**src/rtl/lsu_axil_master.sv**
```systemverilog
// lsu_axil_master
// ---------------
// Load/store unit bus front-end. Takes one memory request at a time from the
// execute stage and turns it into a single AXI-lite read (AR/R) or write
// (AW/W/B) transaction. The result goes back on a valid/ready response port.
// For a load this is aligned, sign- or zero-extended data. For a store it is a
// completion carrying zero data.
//
// Ports
//   clk, rst          clock; synchronous active-low reset
//   req_*             request port (valid/ready), one outstanding at a time
//   resp_*            response port (valid/ready); rdata is 0 for stores
//   ar*/r*            AXI-lite read address / read data channels
//   aw*/w*/b*         AXI-lite write address / write data / write response
//
// Handshake rule (every channel): a transfer happens on a posedge where both
// valid and ready are high. A valid, once raised, stays high and its payload
// stays stable until that transfer. Every bus and response output is driven
// from registers or the current state only, never directly from an input.
//
// Optional build macro
//   LSU_MISALIGN_CHECK_EN  when defined, a misaligned half or word request
//                          issues no bus transaction. It completes in one cycle
//                          with resp_err=1 and resp_rdata=0. When undefined,
//                          misaligned requests go out with truncated
//                          strobes/shifts.

module lsu_axil_master (
    input  logic        clk,
    input  logic        rst,
    // request port
    input  logic        req_valid,
    output logic        req_ready,
    input  logic        req_wen,
    input  logic [31:0] req_addr,
    input  logic [31:0] req_wdata,
    input  logic [1:0]  req_size,
    input  logic        req_unsigned,
    // response port
    output logic        resp_valid,
    input  logic        resp_ready,
    output logic [31:0] resp_rdata,
    output logic        resp_err,
    // read address / data
    output logic [31:0] araddr,
    output logic        arvalid,
    input  logic        arready,
    input  logic [31:0] rdata,
    input  logic [1:0]  rresp,
    input  logic        rvalid,
    output logic        rready,
    // write address / data / response
    output logic [31:0] awaddr,
    output logic        awvalid,
    input  logic        awready,
    output logic [31:0] wdata,
    output logic [3:0]  wstrb,
    output logic        wvalid,
    input  logic        wready,
    input  logic [1:0]  bresp,
    input  logic        bvalid,
    output logic        bready
);

    typedef enum logic [2:0] {
        S_IDLE = 3'd0,
        S_AR   = 3'd1,
        S_R    = 3'd2,
        S_W    = 3'd3,
        S_B    = 3'd4,
        S_RESP = 3'd5
    } state_t;

    state_t      r_state;
    state_t      w_next;

    logic [31:0] r_addr;
    logic [31:0] r_wdata;
    logic [3:0]  r_wstrb;
    logic [1:0]  r_size;
    logic        r_unsigned;
    logic [31:0] r_rdata;
    logic        r_err;
    logic        r_aw_done;
    logic        r_w_done;

    logic        w_misalign;
    logic [3:0]  w_strb_base;
    logic [31:0] w_rshift;
    logic [31:0] w_load_ext;

`ifdef LSU_MISALIGN_CHECK_EN
    // Half needs addr[0]==0. Word (size 2, and reserved size 3) needs addr[1:0]==0.
    assign w_misalign = ((req_size == 2'd1) && req_addr[0]) ||
                        (req_size[1] && (req_addr[1:0] != 2'b00));
`else
    assign w_misalign = 1'b0;
`endif

    // Strobe before lane shifting. Size 3 is reserved and treated as a word.
    always_comb begin
        w_strb_base = 4'b1111;
        case (req_size)
            2'd0:    w_strb_base = 4'b0001;
            2'd1:    w_strb_base = 4'b0011;
            default: w_strb_base = 4'b1111;
        endcase
    end

    // Bring the addressed byte lane down to bit 0, then extend from the access
    // width. A misaligned half at offset 3 only has its low byte in range. The
    // zero-filled upper bits then act as the sign source, which drops the
    // out-of-range byte.
    assign w_rshift = rdata >> {r_addr[1:0], 3'b000};

    always_comb begin
        w_load_ext = w_rshift;
        case (r_size)
            2'd0:    w_load_ext = {{24{w_rshift[7]  & ~r_unsigned}}, w_rshift[7:0]};
            2'd1:    w_load_ext = {{16{w_rshift[15] & ~r_unsigned}}, w_rshift[15:0]};
            default: w_load_ext = w_rshift;
        endcase
    end

    // State register
    always_ff @(posedge clk) begin
        if (!rst) begin
            r_state <= S_IDLE;
        end else begin
            r_state <= w_next;
        end
    end

    // Next-state logic
    always_comb begin
        w_next = r_state;
        case (r_state)
            S_IDLE: begin
                if (req_valid) begin
                    if (w_misalign)   w_next = S_RESP;
                    else if (req_wen) w_next = S_W;
                    else              w_next = S_AR;
                end
            end
            S_AR:   if (arready) w_next = S_R;
            S_R:    if (rvalid)  w_next = S_RESP;
            // Each write channel counts as done once its own handshake has
            // completed, whether in an earlier cycle or in this one.
            S_W:    if ((r_aw_done || awready) && (r_w_done || wready)) w_next = S_B;
            S_B:    if (bvalid)  w_next = S_RESP;
            S_RESP: if (resp_ready) w_next = S_IDLE;
            default: w_next = S_IDLE;
        endcase
    end

    // Request latch, write-channel progress and response capture
    always_ff @(posedge clk) begin
        if (!rst) begin
            r_addr     <= 32'd0;
            r_wdata    <= 32'd0;
            r_wstrb    <= 4'd0;
            r_size     <= 2'd0;
            r_unsigned <= 1'b0;
            r_rdata    <= 32'd0;
            r_err      <= 1'b0;
            r_aw_done  <= 1'b0;
            r_w_done   <= 1'b0;
        end else begin
            case (r_state)
                S_IDLE: begin
                    if (req_valid) begin
                        r_addr     <= req_addr;
                        r_size     <= req_size;
                        r_unsigned <= req_unsigned;
                        r_aw_done  <= 1'b0;
                        r_w_done   <= 1'b0;
                        r_rdata    <= 32'd0;
                        r_err      <= w_misalign;
                        if (req_wen) begin
                            r_wdata <= req_wdata << {req_addr[1:0], 3'b000};
                            r_wstrb <= w_strb_base << req_addr[1:0];
                        end
                    end
                end
                S_R: begin
                    if (rvalid) begin
                        r_rdata <= w_load_ext;
                        r_err   <= (rresp != 2'b00);
                    end
                end
                S_W: begin
                    if (awready) r_aw_done <= 1'b1;
                    if (wready)  r_w_done  <= 1'b1;
                end
                S_B: begin
                    if (bvalid) begin
                        r_rdata <= 32'd0;
                        r_err   <= (bresp != 2'b00);
                    end
                end
                default: ;
            endcase
        end
    end

    assign req_ready  = (r_state == S_IDLE);
    assign resp_valid = (r_state == S_RESP);
    assign resp_rdata = r_rdata;
    assign resp_err   = r_err;

    assign araddr     = {r_addr[31:2], 2'b00};
    assign arvalid    = (r_state == S_AR);
    assign rready     = (r_state == S_R);

    assign awaddr     = {r_addr[31:2], 2'b00};
    assign awvalid    = (r_state == S_W) && !r_aw_done;
    assign wdata      = r_wdata;
    assign wstrb      = r_wstrb;
    assign wvalid     = (r_state == S_W) && !r_w_done;
    assign bready     = (r_state == S_B);

endmodule

```
**config.mk**
```make
export PLATFORM = sky130hd
export DESIGN_NAME = lsu_axil_master
export DESIGN_NICKNAME = d
export VERILOG_FILES = /design/src/rtl/lsu_axil_master.sv
export SDC_FILE = /design/constraint.sdc
export NUM_CORES = 1
export LEC_CHECK = 0
export ABC_AREA = 1
export CAP_MARGIN = 5
export CORE_MARGIN = 10
export CORE_UTILIZATION = 43
export DETAILED_ROUTE_END_ITERATION = 12
export GPL_TIMING_DRIVEN = 0
export HOLD_SLACK_MARGIN = 0.12
export PLACE_DENSITY = 0.83
export SLEW_MARGIN = 20
export SYNTH_ARGS = -nofsm -noshare
export SYNTH_HDL_FRONTEND = slang
export SYNTH_SLANG_ARGS = --single-unit
```
**constraint.sdc**
```tcl
create_clock -name clk -period 1.75 [get_ports clk]
set_clock_uncertainty 0.05 [all_clocks]
set_input_delay 0.2625 -clock clk [delete_from_list [all_inputs] [get_ports clk]]
set_output_delay 0.2625 -clock clk [all_outputs]
set_load 0.005 [all_outputs]
```
==> results.json <==
{
  "syn_area_um2": 5750,
  "yosysTopAreaCellShare_pct": 38.0,
  "fp.coreArea_um2": 13200,
  "critPathBufInv": 2,
  "port_buffers": 247,
  "area_delta_synth_final_pct": 53.2,
  "clock_latency_ns": 0.35,
  "vdd_ir_drop_max_v": 0.000968,
  "drive_above_1_share_pct": 12.7,
  "whs_ns": 0.411,
  "dieArea_um2": 18400,
  "rsz0062_at_grt": "false",
  "r2r-start": "r_addr[0]",
  "timing.fmax_ghz": 0.594,
  "synthMuxAreaShare_pct": 0,
  "critPathLaunchType": "register",
  "path_depth": 2,
  "drt-wirelength-per-cell_um": 16.4,
  "reg2reg_setup_slack_ns": 0.10,
  "grt_pass1_wl_um": 33100,
  "min_from": "resp_rdata[2]",
  "synth-edff-count": 0,
  "start_util_pct": 43.6,
  "drt_wl_total_um": 21400,
  "crit_path_end_kind": "output port",
  "boundaryPins": 253,
  "crit_family": "buffers and inverters",
  "yosysMostFrequentCell": "nand2_1",
  "dieWidth_um": 136,
  "overflow": 0,
  "ys_ff_latch": 109,
  "crit_fanout": 3,
  "ys_warn_count": 0,
  "cpMaxStageDelayCell": "clkdlybuf4s50_1",
  "antenna_found_initial": 1,
  "vias": 6508,
  "dieHeight_um": 136,
  "synthTopCellsByCount": "217 x nand2_1, 134 x nor2_1, 109 x dfxtp_1",
  "synthFlopType": "dfxtp_1",
  "numCtsBuffers": 9,
  "htreeDepth": 3,
  "drcViolationCount": 0,
  "rows": 42,
  "status": "complete, no violations",
  "cp-endpoint": "awaddr[15]",
  "critPathRequiredTime_ns": 1.44,
  "synth_seq_area_share_pct": 38.0,
  "drtIter0Drc": 576,
  "synth_cells": 863,
  "relSlewSlack_pct": 61.0,
  "viasPerCell": 4.98,
  "synth_cell_types": 26,
  "finalSetupViolCount": 0,
  "reg2regPathDepth": 8,
  "p_leak_nw": 3.74,
  "ys_async_sr_fraction_pct": 0,
  "dp_hpwl_um": 17000,
  "synth_area_leader_cell": "dfxtp_1",
  "period_needed_ns": 1.68,
  "syn_area_per_cell_um2": 6.66,
  "grt_start_max_net_pins": 18,
  "diodes": 0,
  "worstReg2RegEnd": "resp_rdata[2]",
  "hold_viol": 0,
  "cts_root_buffer": "clkbuf_16",
  "clockBufferDepth": 2,
  "path_cells": "buf_4, clkdlybuf4s50_1",
  "grt_pass1_vias": 6374,
  "synthXorXnorAreaFrac_pct": 0,
  "worst_path_largest_cell_delay_ns": 0.51,
  "final_util_pct": 66.7,
  "cp_data_arrival_time_ns": 1.37,
  "hold_path_class": "register to register",
  "tightest_slew_ns": 0.586,
  "cap_violations": 0,
  "p_per_area_nw_per_um2": 1140,
  "slew_viol_final": 0,
  "crit_type": "register to output port",
  "ant_nets": 0,
  "cts_tree": "yes",
  "synth_top_family_by_area": "simple AND/OR/NAND/NOR gates",
  "yosys.area_share.adder_pct": 0,
  "min_period_over_period_pct": 96.1,
  "firstDrtPassIters": 6,
  "synth-simple-area-share_pct": 31.0,
  "layout.nets": 1238,
  "startpoint": "r_addr[15]",
  "clkTransAtPathRegs_ns": 0.07,
  "num-fill-cells": 1181,
  "synth_compound_area_share_pct": 15.7,
  "place_congestion": 0.945,
  "cts_hold_buffers": 0,
  "global_route.usage.total_pct": 22.5,
  "clock-sinks": 109,
  "yosys-top-cells-area": "dfxtp_1 38%, nand2_1 14%, buf_4 9.3%"
}
-- cells by family (layout without fill, tap and decap cells) --
group | after synthesis | count (layout)
flip-flops | 109 | 109
buffers and inverters | 153 | 417
AND/OR/NAND/NOR | 422 | 422
AO/OA/AOI/OAI | 178 | 178
other | 1 | 4
-- per-layer routing --
metal / vias up / global-route usage, % / wire length, um
met5: - / 0 / 13
met4: 2 / 5.68 / 337
met3: 30 / 9.57 / 2360
met2: 290 / 39.3 / 10600
met1: 2955 / 24.6 / 8070
li1: 3231 / - / -
-- repair_timing --
| action | in CTS | in global routing |
|---|---|---|
| pin swaps | 1 | 0 |
| resized for setup | 17 | 21 |
| endpoints found under the setup margin | 7 | 26 |
| buffers inserted | 1 | 0 |
-- per-stage QoR --
step	setup slack (ns)	TNS (ns)	power, W	area [um^2]	std cells
floorplan	0.309	0	0.00584	5760	866
CTS	0.00577	0	0.0101	8760	1306
global route	0.000433	0	0.0107	8800	1306
detailed placement	-0.308	-8.78	0.00802	8450	1289
finish	0.0676	0	0.0101	8800	1306
global placement	-0.256	-7.19	0.00795	8450	1289
-- worst reg2reg max path: stages (launching register included) --
cell      delay (ns)
dfxtp_1         0.30
buf_2           0.19
inv_2           0.08
buf_4           0.18
clkbuf_4        0.20
nand2_1         0.09
a21oi_1         0.08
o21ai_0         0.25
a21oi_1         0.10
-- state kept, by name, indices dropped and copies added (netlist names) --
name / count
r_aw_done: 1
r_addr: 32
wstrb: 4
r_state: 3
wdata: 32
resp_rdata: 32
r_w_done: 1
r_size: 2
r_unsigned: 1
resp_err: 1
-- worst min path at each step --
stage | end | depth (start not counted) | slack (ns)
2_1_floorplan | r_addr[10] | 2 | 0.35
3_3_place_gp | wdata[10] | 2 | 0.40
3_5_place_dp | wstrb[2] | 2 | 0.40
4_1_cts | resp_rdata[2] | 2 | 0.41
5_1_grt | resp_rdata[26] | 2 | 0.43
6_report | resp_rdata[2] | 2 | 0.41
-- area by class of cell --
cell class	instances	area, um^2	area share, %
Multi-Input combinational cell	604	2740	31.1
Timing Repair Buffer	248	2470	28.1
Sequential cell	109	2190	24.9
Buffer	114	749	8.51
Clock buffer	12	256	2.91
Tap cell	176	220	2.50
Inverter	39	149	1.69
Clock inverter	4	30.0	0.341
-- placed cells by master (no fill, tap or decap), types with 3 or more instances in the layout --
cell and n:
nor2_8 3, inv_1 29, a21oi_1 90, clkbuf_1 22, clkdlybuf4s50_1 240, nand2_1 217, o22ai_1 8, conb_1 4
nor3_1 8, or2_2 8, clkbuf_2 6, inv_2 7, o21ai_0 78, buf_6 4, nor2_1 133, clkbuf_16 9
dfxtp_1 106, dlygate4sd2_1 6, buf_4 72, nand3_1 39, buf_2 11, nand3_4 3
-- power breakdown --
group / switching (W) / leakage (nW) / internal, W
Clock: 0.000948 / 0.140 / 0.00105
Combinational: 0.00240 / 2.71 / 0.00244
Sequential: 0.000336 / 0.889 / 0.00290
(Power assumes the default switching activity.)
